`src/rtl/tone_pkg.sv`:
```
// Shared constants and types for the single-counter tone generator.
// Period table holds 100 MHz clock counts for each note, before any shift.
package tone_pkg;

  localparam int TONE_TABLE_LEN = 12;
  localparam int MAX_DUTY       = 100;

  localparam logic [31:0] TONE_PERIOD [TONE_TABLE_LEN] = '{
    32'd381678, 32'd340136, 32'd303030, 32'd286532,
    32'd255102, 32'd227272, 32'd202428, 32'd191204,
    32'd170358, 32'd151744, 32'd143266, 32'd127550
  };

  typedef enum logic {
    IDLE = 1'b0,
    RUN  = 1'b1
  } state_t;

endpackage

```
`src/rtl/tone_gen_shared_thresh.sv`:
```
// Combinational note lookup: period for a sel code and the high-time threshold
// for a duty in percent (clamped to 100), multiplied at full width before the divide.
module tone_thresh
  import tone_pkg::*;
#(
  parameter int N_TONES      = 12,
  parameter int SEL_W        = 4,
  parameter int CNT_W        = 19,
  parameter int DUTY_W       = 7,
  parameter int PERIOD_SHIFT = 0
) (
  input  logic [SEL_W-1:0]  sel_i,
  input  logic [DUTY_W-1:0] duty_i,
  output logic              valid_o,
  output logic [CNT_W-1:0]  period_o,
  output logic [CNT_W-1:0]  high_o
);

  localparam int PROD_W = CNT_W + DUTY_W;

  logic [DUTY_W-1:0] duty_c;
  logic [PROD_W-1:0] prod;

  always_comb begin
    valid_o  = (sel_i != '0) && (sel_i <= SEL_W'(N_TONES));
    period_o = '0;
    // Matching sel against k+1 avoids ever forming sel-1 for an invalid code.
    for (int k = 0; k < TONE_TABLE_LEN; k++) begin
      if (valid_o && (k < N_TONES) && (sel_i == SEL_W'(k + 1))) begin
        period_o = CNT_W'(TONE_PERIOD[k] >> PERIOD_SHIFT);
      end
    end
    duty_c = (duty_i > DUTY_W'(MAX_DUTY)) ? DUTY_W'(MAX_DUTY) : duty_i;
    prod   = PROD_W'(period_o) * PROD_W'(duty_c);
    high_o = CNT_W'(prod / PROD_W'(MAX_DUTY));
  end

endmodule

```
`src/rtl/tone_gen_shared.sv`:
```
// Tone generator with one shared period counter; note and duty are resampled only
// at period boundaries so tone_clk never glitches. All outputs are registered.
module tone_gen_shared
  import tone_pkg::*;
#(
  parameter int N_TONES      = 12,
  parameter int SEL_W        = 4,
  parameter int CNT_W        = 19,
  parameter int DUTY_W       = 7,
  parameter int PERIOD_SHIFT = 0
) (
  input  logic              sys_clk,
  input  logic              sys_rst,
  input  logic [SEL_W-1:0]  key_pad,
  input  logic [DUTY_W-1:0] duty_cycle,
  output logic              tone_clk,
  output logic              busy,
  output logic              note_start,
  output logic [SEL_W-1:0]  note_idx
);

  state_t            state_q, state_d;
  logic [CNT_W-1:0]  cnt_q, cnt_d;
  logic [CNT_W-1:0]  period_q, period_d;
  logic [CNT_W-1:0]  high_q, high_d;
  logic [SEL_W-1:0]  idx_q, idx_d;
  logic              tone_q, tone_d;
  logic              busy_q, busy_d;
  logic              start_q, start_d;

  logic              th_valid;
  logic [CNT_W-1:0]  th_period;
  logic [CNT_W-1:0]  th_high;
  logic              boundary;

  tone_thresh #(
    .N_TONES      (N_TONES),
    .SEL_W        (SEL_W),
    .CNT_W        (CNT_W),
    .DUTY_W       (DUTY_W),
    .PERIOD_SHIFT (PERIOD_SHIFT)
  ) u_thresh (
    .sel_i    (key_pad),
    .duty_i   (duty_cycle),
    .valid_o  (th_valid),
    .period_o (th_period),
    .high_o   (th_high)
  );

  always_ff @(posedge sys_clk) begin
    if (sys_rst) begin
      state_q  <= IDLE;
      cnt_q    <= '0;
      period_q <= '0;
      high_q   <= '0;
      idx_q    <= '0;
      tone_q   <= 1'b0;
      busy_q   <= 1'b0;
      start_q  <= 1'b0;
    end else begin
      state_q  <= state_d;
      cnt_q    <= cnt_d;
      period_q <= period_d;
      high_q   <= high_d;
      idx_q    <= idx_d;
      tone_q   <= tone_d;
      busy_q   <= busy_d;
      start_q  <= start_d;
    end
  end

  // IDLE samples every cycle; RUN samples only on the last count of the period.
  assign boundary = (state_q == IDLE) || (cnt_q == period_q - CNT_W'(1));

  always_comb begin
    state_d  = state_q;
    cnt_d    = cnt_q;
    period_d = period_q;
    high_d   = high_q;
    idx_d    = idx_q;
    if (!boundary) begin
      cnt_d = cnt_q + CNT_W'(1);
    end else if (th_valid) begin
      state_d  = RUN;
      cnt_d    = '0;
      period_d = th_period;
      high_d   = th_high;
      idx_d    = key_pad;
    end else begin
      state_d  = IDLE;
      cnt_d    = '0;
      period_d = '0;
      high_d   = '0;
      idx_d    = '0;
    end
  end

  // Outputs are derived from next-state so they align with the registered cnt.
  always_comb begin
    busy_d  = (state_d == RUN);
    start_d = (state_d == RUN) && (cnt_d == '0);
    tone_d  = (state_d == RUN) && (cnt_d < high_d);
  end

  assign tone_clk   = tone_q;
  assign busy       = busy_q;
  assign note_start = start_q;
  assign note_idx   = idx_q;

endmodule

```
`config.mk`:
```
export PLATFORM = sky130hd
export DESIGN_NAME = tone_gen_shared
export DESIGN_NICKNAME = d
export VERILOG_FILES = /design/src/rtl/tone_pkg.sv /design/src/rtl/tone_gen_shared_thresh.sv /design/src/rtl/tone_gen_shared.sv
export SDC_FILE = /design/constraint.sdc
export NUM_CORES = 1
export LEC_CHECK = 0
export ABC_CLOCK_PERIOD_IN_PS = 28800
export BUFFER_PORTS_ARGS = -buffer_cell sky130_fd_sc_hd__buf_2
export CAP_MARGIN = 30
export CORE_MARGIN = 2
export CORE_UTILIZATION = 35
export CTS_BUF_LIST = sky130_fd_sc_hd__clkbuf_16
export CTS_CLUSTER_SIZE = 28
export DETAILED_ROUTE_END_ITERATION = 8
export HOLD_SLACK_MARGIN = 0.12
export SETUP_SLACK_MARGIN = 0.2
export SKIP_LAST_GASP = 1
export SYNTH_ARGS = -nofsm -noshare
export SYNTH_HDL_FRONTEND = slang
export SYNTH_SLANG_ARGS = --single-unit
```
`constraint.sdc`:
```
create_clock -name sys_clk -period 28.8 [get_ports sys_clk]
set_input_delay 5.76 -clock sys_clk [delete_from_list [all_inputs] [get_ports sys_clk]]
set_output_delay 5.76 -clock sys_clk [all_outputs]
set_load 0.05 [all_outputs]
```
==> summary.md <==
| Metric | Value |
|---|---|
| Pre-CTS setup slack | `2.85 ns` |
| CP Class | `in -> reg` |
| Num rows | `69` |
| Slew headroom | `0.279` |
| Post-route cell area | `13400 µm²` |
| GRT Util Overall | `0.202` |
| Layout area overhead | `5.51%` |
| Vias per cell | `slightly above 6` |
| Crit start category | `primary input` |
| Antenna viol nets, final | `0` |
| Post-CTS sizing | `0` |
| Total Wirelength | `between 30000 and 40000 µm` |
| Syn_area_per_cell | `around 7.5 µm²` |
| Sum Neg Setup Slack | `0 ns` |
| Max Cap Viol | `0` |
| Sequential area share after synthesis | `0.0974` |
| FILL cells | `~3.8k` |
| Ant. Diodes | `0` |
| Synth async-reset ratio | `0` |
| Cell family with most CP delay | `compound AO/OA/AOI/OAI gates` |
| Final min period | `25.70 ns` |
| I/O pin cnt | `20` |
| Fin. Hold Viols | `0` |
| Final worst slack | `approximately 3.1 ns` |
| Routed met1 length | `between 15000 and 20000 µm` |
| Core box area | `around 36000 µm²` |
| Slowest stage delay, CP | `a little over 0.9 ns` |
| Worst min-delay path category | `reg -> reg` |
| Tcrit/Tclk final | `0.892` |
| Die Wd | `195 µm` |
| Top Metal Used | `met4` |
| Syn_nets | `about 1.9k` |
| Cells after synthesis | `about 1.7k` |
| Grt ovf | `0` |
| Post-synth EDFFs | `0` |
| CP max FO | `16` |
| Die Area | `between 30000 and 40000 µm²` |
| Worst Tran Pin Value | `roughly 1.1 ns` |
| Number of I/O port buffers | `19` |
| Final setup fails | `0` |
| FMAX | `between 30 and 40 MHz` |
| Hold-fix buffers at CTS | `0` |
| Unrepaired setup endpoints after global routing | `false` |
| DR iter-0 viols | `988` |
| Netlist cell types | `roughly 130` |
| Clock transition at path regs | `0.06 ns` |
| Met2 wire len | `approximately 18000 µm` |
| Number of global-route vias before repair | `~12k` |
| First drt pass iteration count | `8` |
| # Post-CTS Setup Buffers | `0` |
| Crit path DAT | `approximately 26 ns` |
| Layout cells sized above 1 | `0.0876` |
| CTS tree | `built` |
| Synthesized area | `~13000 µm²` |
| Worst setup EP type | `register` |
| Num CTS Buffers | `9` |
| Yosys reg bits | `62` |
| WL per Instance | `between 15 and 20 µm` |
| Slowest library cell on the worst path | `mux2i_1` |
| Commonest register cell after synthesis | `dfxtp_1` |
| H-tree levels | `3` |
| CP dominant cell by count | `a21oi_1` |
| Placed cell area | `roughly 13000 µm²` |
| CTS sink cnt | `a little over 60` |
| Clock root buffer | `clkbuf_16` |
| Total number of vias | `12.9k` |
| Met3 routed WL | `2020 µm` |
| Finished Core Util | `0.376` |
| Initial antenna violation count | `0` |
| Clk_skew | `around 0.008 ns` |
| Reg-to-reg slack, setup | `22.43 ns` |
| Deepest clock path buffer count | `2` |
| DRC | `0` |
| Worst path bufs/invs | `5` |
| Post-DP HPWL | `30800 µm` |
| First-pass GRT wire length | `approximately 64000 µm` |
| Die Ht | `about 200 µm` |
| Synth warn | `0` |
| Final Wtd Congestion | `about 0.91` |
| # nets final | `1817` |
| Worst path required time | `just under 30 ns` |
| Largest net degree at the start of global routing | `between 70 and 80` |
| Starting density of the core | `0.356` |
| Outcome | `complete, no violations` |
| Max-slew violations | `0` |
| Clock Latency Late Sink | `between 0.3 and 0.4 ns` |
-- layer usage --
layer,GRT usage,vias to the layer above
met5,0,-
met4,0.0461,0
met3,0.0191,38
met2,0.330,408
met1,0.288,6290
li1,-,6213
-- path summary, 6_finish.rpt --
check         startpoint          end  cells past startpoint
min          note_idx[2]  note_idx[2]                      2
min reg2reg  note_idx[2]  note_idx[2]                      2
max reg2reg  period_q[1]     tone_clk                     28
max           key_pad[3]     tone_clk                     64
-- synthesized netlist by cell type (10+ instances only) --
cell | number | area, µm²
a211o_1 | 15 | 131
a211oi_1 | 34 | 255
a21o_1 | 14 | 105
a21oi_1 | 114 | 571
a221oi_1 | 10 | 87.6
a22oi_1 | 12 | 90.1
a31oi_1 | 23 | 144
and2_1 | 28 | 175
and3_1 | 23 | 144
buf_2 | 23 | 115
clkbuf_1 | 48 | 180
dfxtp_1 | 62 | 1240
fa_1 | 79 | 1580
ha_1 | 63 | 788
inv_1 | 90 | 338
mux2i_1 | 16 | 160
nand2_1 | 163 | 612
nand2b_1 | 17 | 106
nand3_1 | 48 | 240
nand4_1 | 21 | 131
nor2_1 | 219 | 822
nor3_1 | 62 | 310
nor4_1 | 20 | 125
o211ai_1 | 24 | 180
o21a_1 | 15 | 113
o21ai_0 | 60 | 300
o21ai_1 | 26 | 130
o31ai_1 | 11 | 82.6
or2_1 | 11 | 68.8
or3_1 | 14 | 87.6
xnor2_1 | 52 | 455
xor2_1 | 31 | 272
-- final cells by class --
type | count | area, µm² | share of cell area
inverters | 94 | 353 | 0.0263
well taps | 461 | 577 | 0.0429
clock inverters | 7 | 41.3 | 0.00307
repair buffers | 32 | 203 | 0.0151
clock buffers | 9 | 225 | 0.0168
flip-flops and latches | 62 | 1240 | 0.0923
multi-input cells | 1463 | 10800 | 0.804
-- tightest hold or removal path, stage by stage (launching register included) --
cell     delay [ns]
dfxtp_1        0.30
nand2_1        0.05
a21oi_1        0.05
-- state kept, by name, indices dropped and copies added, names as in the netlist --
| register | cells |
|---|---|
| tone_clk | 1 |
| high_q | 19 |
| period_q | 17 |
| note_start | 1 |
| busy | 1 |
| note_idx | 4 |
| cnt_q | 19 |
-- through the flow --
step           cells  hold slack (ns)
2_1_floorplan   1700            0.441
3_3_place_gp    2108            0.436
3_5_place_dp    2111            0.442
4_1_cts         2127            0.450
5_1_grt         2128            0.488
6_report        2128            0.447
-- cells by family after synthesis --
| logic type | count (synthesis) | share of synthesized area |
|---|---|---|
| simple gates | 680 | 0.258 |
| compound gates | 524 | 0.315 |
| buf+inv | 175 | 0.0553 |
| fa+ha+maj | 145 | 0.188 |
| xor+xnor | 84 | 0.0583 |
| flops | 62 | 0.0974 |
| mux | 30 | 0.0272 |
-- cells in the final DEF, fill, tap and decap left out, types with 23 or more instances in the layout --
master,synthesis,final
xor2_1,31,31
nor2_1,219,219
and2_1,28,28
and3_1,23,23
a211oi_1,34,34
o21ai_0,60,60
nor3_1,62,62
inv_1,90,90
xnor2_1,52,52
nand3_1,48,48
dfxtp_1,62,62
ha_1,63,63
o211ai_1,24,24
fa_1,79,79
a21oi_1,114,114
nand2_1,163,163
o21ai_1,26,26
a31oi_1,23,23
Power is left out: the tool's default activity adds up to more than one toggle a clock period on the data nets, which glitch-free logic cannot reach.
